$ cat src/rtl/rv_issue_stage.sv
// ----------------------------------------------------------------------------
// rv_issue_stage
//
// Decode/issue stage that sits directly in front of the ALU stage. It takes
// one RV32I instruction per valid/ready handshake and decodes ADDI only. A
// legal ADDI is issued to the ALU for exactly one cycle. The stage then waits
// for the ALU's result_ready, captures the result and emits a one-cycle
// writeback strobe. If the result does not arrive within TIMEOUT_CYCLES, the
// instruction is abandoned and timeout_err pulses instead.
//
// Ports
//   clk, reset            rising-edge clock; asynchronous active-high reset
//   instr_valid/instr     upstream instruction word
//   instr_ready           high while idle (combinational from state)
//   regfile_rd0_addr      tied to x0 (reserved for R-type)
//   regfile_rd1_addr      rs1 of the instruction being issued
//   immediate             instr[31:20] of the instruction being issued
//   input_a_is_immediate  high during the issue cycle
//   alu_op                ALU_ADD during the issue cycle, otherwise ALU_NONE
//   result_ready          ALU result valid
//   alu_result            ALU result
//   wb_en/wb_rd_addr/wb_data  one-cycle writeback strobe, destination, data
//   illegal_instr         one-cycle pulse for an undecodable instruction
//   timeout_err           one-cycle pulse when the wait for a result expires
//   retired_count         completed instructions, including rd==x0, wrapping
// ----------------------------------------------------------------------------
package rv_issue_pkg;
   typedef enum logic [1:0] {
      ALU_NONE = 2'd0,
      ALU_ADD  = 2'd1
   } alu_command_t;
endpackage

module rv_issue_stage
   import rv_issue_pkg::*;
#(
   parameter int TIMEOUT_CYCLES = 8   // legal range 1..255
) (
   input  logic         clk,
   input  logic         reset,
   input  logic         instr_valid,
   input  logic [31:0]  instr,
   output logic         instr_ready,
   output logic [4:0]   regfile_rd1_addr,
   output logic [4:0]   regfile_rd0_addr,
   output logic [11:0]  immediate,
   output logic         input_a_is_immediate,
   output alu_command_t alu_op,
   input  logic         result_ready,
   input  logic [31:0]  alu_result,
   output logic         wb_en,
   output logic [4:0]   wb_rd_addr,
   output logic [31:0]  wb_data,
   output logic         illegal_instr,
   output logic         timeout_err,
   output logic [31:0]  retired_count
);

   typedef enum logic [1:0] {
      ST_IDLE  = 2'd0,
      ST_ISSUE = 2'd1,
      ST_WAIT  = 2'd2
   } state_t;

   localparam logic [6:0] OPC_OP_IMM   = 7'b0010011;
   localparam logic [2:0] F3_ADDI      = 3'b000;
   // Last counter value before the wait is abandoned.
   localparam logic [7:0] WAIT_LAST    = 8'(TIMEOUT_CYCLES - 1);

   state_t       state_q, state_d;
   logic [4:0]   rd_q, rd_d;
   logic [4:0]   rs1_q, rs1_d;
   logic [11:0]  imm_q, imm_d;
   logic [7:0]   wait_cnt_q, wait_cnt_d;
   alu_command_t alu_op_q, alu_op_d;
   logic         a_is_imm_q, a_is_imm_d;
   logic         wb_en_q, wb_en_d;
   logic [4:0]   wb_rd_q, wb_rd_d;
   logic [31:0]  wb_data_q, wb_data_d;
   logic         illegal_q, illegal_d;
   logic         timeout_q, timeout_d;
   logic [31:0]  retired_q, retired_d;

   logic         instr_legal;

   assign instr_legal = (instr[6:0] == OPC_OP_IMM) && (instr[14:12] == F3_ADDI);

   always_comb begin
      state_d    = state_q;
      rd_d       = rd_q;
      rs1_d      = rs1_q;
      imm_d      = imm_q;
      wait_cnt_d = wait_cnt_q;
      alu_op_d   = ALU_NONE;
      a_is_imm_d = 1'b0;
      wb_en_d    = 1'b0;
      wb_rd_d    = wb_rd_q;
      wb_data_d  = wb_data_q;
      illegal_d  = 1'b0;
      timeout_d  = 1'b0;
      retired_d  = retired_q;

      case (state_q)
         ST_IDLE: begin
            // instr_ready is implied by being in IDLE.
            if (instr_valid) begin
               if (instr_legal) begin
                  rd_d       = instr[11:7];
                  rs1_d      = instr[19:15];
                  imm_d      = instr[31:20];
                  // Issue outputs are registered, so they are set up here
                  // to be visible during the ISSUE cycle.
                  alu_op_d   = ALU_ADD;
                  a_is_imm_d = 1'b1;
                  state_d    = ST_ISSUE;
               end else begin
                  illegal_d  = 1'b1;
               end
            end
         end

         ST_ISSUE: begin
            wait_cnt_d = 8'd0;
            state_d    = ST_WAIT;
         end

         ST_WAIT: begin
            // A result arriving on the final counter value still wins.
            if (result_ready) begin
               wb_data_d = alu_result;
               wb_rd_d   = rd_q;
               wb_en_d   = (rd_q != 5'd0);
               retired_d = retired_q + 32'd1;
               state_d   = ST_IDLE;
            end else if (wait_cnt_q == WAIT_LAST) begin
               timeout_d = 1'b1;
               state_d   = ST_IDLE;
            end else begin
               wait_cnt_d = wait_cnt_q + 8'd1;
            end
         end

         default: begin
            state_d = ST_IDLE;
         end
      endcase
   end

   always_ff @(posedge clk or posedge reset) begin
      if (reset) begin
         state_q    <= ST_IDLE;
         rd_q       <= 5'd0;
         rs1_q      <= 5'd0;
         imm_q      <= 12'd0;
         wait_cnt_q <= 8'd0;
         alu_op_q   <= ALU_NONE;
         a_is_imm_q <= 1'b0;
         wb_en_q    <= 1'b0;
         wb_rd_q    <= 5'd0;
         wb_data_q  <= 32'd0;
         illegal_q  <= 1'b0;
         timeout_q  <= 1'b0;
         retired_q  <= 32'd0;
      end else begin
         state_q    <= state_d;
         rd_q       <= rd_d;
         rs1_q      <= rs1_d;
         imm_q      <= imm_d;
         wait_cnt_q <= wait_cnt_d;
         alu_op_q   <= alu_op_d;
         a_is_imm_q <= a_is_imm_d;
         wb_en_q    <= wb_en_d;
         wb_rd_q    <= wb_rd_d;
         wb_data_q  <= wb_data_d;
         illegal_q  <= illegal_d;
         timeout_q  <= timeout_d;
         retired_q  <= retired_d;
      end
   end

   assign instr_ready          = (state_q == ST_IDLE);
   assign regfile_rd0_addr     = 5'd0;
   assign regfile_rd1_addr     = rs1_q;
   assign immediate            = imm_q;
   assign input_a_is_immediate = a_is_imm_q;
   assign alu_op               = alu_op_q;
   assign wb_en                = wb_en_q;
   assign wb_rd_addr           = wb_rd_q;
   assign wb_data              = wb_data_q;
   assign illegal_instr        = illegal_q;
   assign timeout_err          = timeout_q;
   assign retired_count        = retired_q;

endmodule
$ cat config.mk
export PLATFORM = sky130hd
export DESIGN_NAME = rv_issue_stage
export DESIGN_NICKNAME = d
export VERILOG_FILES = /design/src/rtl/rv_issue_stage.sv
export SDC_FILE = /design/constraint.sdc
export NUM_CORES = 1
export LEC_CHECK = 0
export CORE_UTILIZATION = 40
export DETAILED_ROUTE_END_ITERATION = 6
export PLACE_DENSITY = 0.77
export SYNTH_ARGS = -nofsm -noshare
export SYNTH_HDL_FRONTEND = slang
export SYNTH_SLANG_ARGS = --single-unit
$ cat constraint.sdc
create_clock -name clk -period 3.1 [get_ports clk]
set_input_delay 0.31 -clock clk [delete_from_list [all_inputs] [get_ports clk]]
set_output_delay 0.31 -clock clk [all_outputs]
set_load 0.005 [all_outputs]
# Word-level counts from Yosys, hierarchy flattened
# Index checks and enable logic that the tools add are counted.
classes:
  n_mul: 0
  eq_ne: 9
  div: 0
  n_reduce_logical: 9
  n_addsub: 2
  order_cmp: 0
  n_mux: 22
  shift: 0
  bitwise_logic: 0
op_table:
  columns: ["operator", "count"]
  rows:
  - ["32-bit by 1-bit adder with 32-bit output (second input constant)", 1]
  - ["8-bit two-way mux", 2]
  - ["8-bit one-hot mux with 2 select lines", 1]
  - ["1-bit two-way mux", 14]
  - ["3-bit AND reduction", 3]
  - ["8-bit by 1-bit adder with 8-bit output (second input constant)", 1]
  - ["8-bit by 3-bit equality test with 1-bit output (second input constant)", 1]
  - ["2-bit two-way mux", 4]
  - ["7-bit by 5-bit equality test with 1-bit output (second input constant)", 1]
  - ["2-bit inequality test (second input constant)", 3]
  - ["2-bit one-hot mux with 3 select lines", 1]
  - ["5-bit nonzero test", 1]
  - ["3-bit logical NOT", 1]
  - ["3-bit inequality test (second input constant)", 1]
  - ["2-bit by 1-bit equality test with 1-bit output (second input constant)", 1]
  - ["2-bit equality test (second input constant)", 1]
  - ["2-bit logical NOT", 1]
  - ["2-bit by 1-bit inequality test with 1-bit output (second input constant)", 1]
  - ["2-bit AND reduction", 1]
  - ["2-bit nonzero test", 1]
  - ["1-bit logical AND", 1]
word_totals:
  mem_bits_rw: 0
  elab_cells: 55
  mem_count: 0
  regBits: 107
  latchBits: 0
  romBits: 0
  in_bits: 68
  output_inout_bits: 98

# Longest topological paths before layout
depth:
  depth_word: 5
  mapped_depth: 6

# Worst setup path before layout
# OpenSTA, ideal clock, no wires.
synth_path:
  path_kind: "flip-flop to flip-flop"
  startpoint: "register wait_cnt_q[3]"
  endpoint: "register wait_cnt_q[3]"
  stages_incl_launch_ff: 5
  path_slack_ns: 1.358
  arrival_ns: 1.616
  required_time_ns: 2.974
  synth_period_minus_slack_ns: 1.742
  n_path_buf: 0
  path_cell_list: "dfrtp_1 > or4_4 > o31ai_4 > nor3_1 > a311o_1"
synth_between:
  elab_chain_len: 4
  word_cells_on_any_way: 7
  cone_classes: "add/sub (1); eq/ne (2); mux (3); reduce/logical (1)"
synth_lines:
  columns: ["item", "line_no", "text"]
  rows:
  - ["start, declared", "74", "logic [7:0] wait_cnt_q, wait_cnt_d;"]
  - ["start signal, assigned", "169", "wait_cnt_q <= wait_cnt_d;"]
  - ["8-bit by 1-bit adder with 8-bit output", "139", "wait_cnt_d = wait_cnt_q + 8'd1;"]
  - ["8-bit two-way mux", "135", "end else if (wait_cnt_q == WAIT_LAST) begin"]
  - ["8-bit two-way mux", "129", "if (result_ready) begin"]
  - ["8-bit one-hot mux with 2 select lines", "103", "case (state_q)"]
# Several ways; a longest one is shown, not always the timed one. The select of a mux whose other input is x is not followed.
# A chain may end at the register's enable or synchronous reset.

# Final worst setup path
# Ends and elaborated chain as after synthesis.

==> results.json <==
{
  "ir_drop_v": 0.000233,
  "final_max_slew_viol_count": 0,
  "syn2layout_area_growth_pct": 43.3,
  "cts_htree_levels": 3,
  "p_sw_share_pct": 24.0,
  "firstDrtPassIters": 4,
  "syn-cell-area_mm2": 0.00440,
  "fmax_mhz": 527,
  "grt_use_total_pct": 17.5,
  "ys_seq_area_share_pct": 59.8,
  "worstPathRequired_ns": 3.36,
  "utilization_pct": 59.9,
  "path_clk_slew_ns": 0.11,
  "antenna_left": 0,
  "syn_avg_cell_area_um2": 13.3,
  "cts_buffers": 9,
  "grt_pass1_vias": 3271,
  "num_rows": 37,
  "yosys_warnings": 0,
  "end_kind": "flop",
  "vias_per_cell": 4.95,
  "cellPowerDensity_mw_per_mm2": 414,
  "hold_viol_final": 0,
  "grt_setup_unrepaired": "no",
  "wl_um": 9390,
  "outcome": "finished, final reports clean",
  "busiest_layer": "met2",
  "hpwl_um": 6890,
  "p_leak_nw": 2.80,
  "root_buffer": "clkbuf_8",
  "nFillCells": 888,
  "io_pins": 166,
  "synth_ff_type": "dfrtp_1",
  "setup_viol": 0,
  "final_cell_mix": "clkdlybuf4s50_1, dfrtp_1, mux2_2",
  "core_region_area_mm2": 0.0105,
  "p_switching_mw": 0.626,
  "async_reset_ff_share_pct": 100,
  "clockBufferDepth": 2,
  "synth.distinct_cells": 37,
  "clock-sinks": 105,
  "power_frac_seq_pct": 56.4,
  "max_slew_margin_pct": 55.7,
  "use_met1_pct": 20.8,
  "drive_above_1_share_pct": 17.8,
  "use_met2_pct": 28.8,
  "multi_input_area_mm2": 0.00164,
  "period_share_pct": 61.2,
  "grt_pass1_wl_um": 15800,
  "comb_power_share_pct": 11.9,
  "cap_viol_max_count": 0,
  "start_util_pct": 41.8,
  "met3_usage_pct": 7.36,
  "fin_setup_tns_ns": 0,
  "whs_ns": 0.390,
  "cts_resized": 0,
  "ys_seq_elements": 105,
  "skew_ns": 0.0149,
  "final_nets": 559,
  "die_h_um": 107,
  "p_clk_share_pct": 31.7,
  "gp_congestion": 0.736,
  "insertion_delay_ns": 0.36,
  "wire_per_inst_um": 14.9,
  "grt_max_degree": 54,
  "cts_hold_buffers": 0,
  "crit_arrival_ns": 2.16,
  "drt_iter0_drc": 49,
  "antenna_cells": 0,
  "post_cts_buffers": 0,
  "worst-setup-path-type": "flop to flop",
  "via_count": 3117,
  "synth_cells": 330,
  "die_w_um": 107,
  "antenna_found_initial": 0,
  "worstSetupStartpointType": "flop",
  "die_area_mm2": 0.0114,
  "layout_commonest_cell": "clkdlybuf4s50_1",
  "drc": 0,
  "p_int_mw": 1.98,
  "worst_pin_slew_ns": 0.664,
  "synth_edf_count": 0,
  "min_period_ns": 1.90,
  "io_buffers": 159,
  "crit_fanout": 8,
  "overflow": 0,
  "final-seq-area_mm2": 0.00263,
  "fin_total_pwr_mw": 2.61,
  "holdCritPathClass": "input port to async pin",
  "cts_tree": "done"
}
==> worst paths after layout <==
kind                                   startpoint  slack [ns]                 to  cells past startpoint
worst max-delay path                wait_cnt_q[3]        1.20      wait_cnt_q[3]                      4
worst min-delay path                        reset        0.39        wb_data[20]                      2
worst max register to register      wait_cnt_q[3]        1.20      wait_cnt_q[3]                      4
worst min register to register  retired_count[31]        0.49  retired_count[31]                      1
max in group asynchronous                   reset        1.98      wb_rd_addr[2]                      3
min in group clk                retired_count[31]        0.49  retired_count[31]                      1
==> cells by family (layout without fill, tap and decap cells) <==
logic type / Yosys count / in the layout / synth area share, %
adder cells (fa/ha/maj): 2 / 2 / 0.569
buffers and inverters: 28 / 187 / 3.47
multiplexers: 60 / 60 / 15.4
flip-flops: 105 / 105 / 59.8
AO/OA/AOI/OAI: 11 / 11 / 2.11
other: 1 / 6 / 0.0853
AND/OR/NAND/NOR: 91 / 91 / 12.3
XOR/XNOR: 32 / 32 / 6.37
==> metal layers <==
metal	vias to the layer above	routed length, um
li1	1465	-
met1	1523	3780
met2	118	4580
met3	11	906
met4	0	123
met5	-	0
==> per-stage QoR <==
stage / worst slack [ns] / instance area [um^2] / cells
after floorplan: 0.0295 / 4420 / 335
final: 1.20 / 6300 / 630
after CTS: 1.19 / 6300 / 630
after detailed placement: 0.934 / 6100 / 614
after global placement: 0.947 / 6100 / 614
after global routing: 1.12 / 6300 / 630
==> critical path, stage by stage, from the launching register on <==
cell	delay [ns]
dfrtp_1	0.46
or4_4	0.56
o31ai_4	0.35
nor3_1	0.10
a311o_1	0.32
==> power groups by stage <==
stage,clock [mW],sequential [mW],combinational [mW]
after floorplan,0,1.50,0.0890
after global placement,0,1.49,0.310
final,0.826,1.47,0.311
after global routing,0.897,1.48,0.341
after CTS,0.857,1.47,0.318
after detailed placement,0,1.50,0.316
==> layout make-up <==
| class | count | area share [%] |
|---|---|---|
| Clock buffer | 10 | 2.18 |
| Clock inverter | 6 | 0.993 |
| Inverter | 8 | 0.516 |
| Multi-Input combinational cell | 202 | 26.0 |
| Sequential cell | 105 | 41.7 |
| Tap cell | 136 | 2.70 |
| Timing Repair Buffer | 163 | 25.9 |
==> cell usage after synthesis, drive strengths merged, types with 2 or more instances <==
cell	number	area share [%]
dfrtp	105	60
clkbuf	6	0.51
nand4	17	2.4
xnor2	27	5.4
o31ai	3	0.83
buf	14	2.3
ha	2	0.57
o21ai	2	0.23
nand4b	3	0.60
o211ai	3	0.51
xor2	5	1.0
or2	2	0.28
and4	6	1.2
inv	8	0.68
and2	6	0.85
nand2	12	1.0
and3	9	1.3
nor2	8	0.68
mux2	60	15
nand3	14	1.6
nor3	5	0.57
nor4	2	0.28
==> flip-flops by register name, summed over array words and instances, names as in the netlist <==
| signal | count |
|---|---|
| rd_q | 5 |
| illegal_instr | 1 |
| wb_data | 32 |
| immediate | 12 |
| retired_count | 32 |
| regfile_rd1_addr | 5 |
| wb_rd_addr | 5 |
| wait_cnt_q | 8 |
| timeout_err | 1 |
| state_q | 2 |
| alu_op | 1 |
| wb_en | 1 |
(Power assumes the default switching activity.)
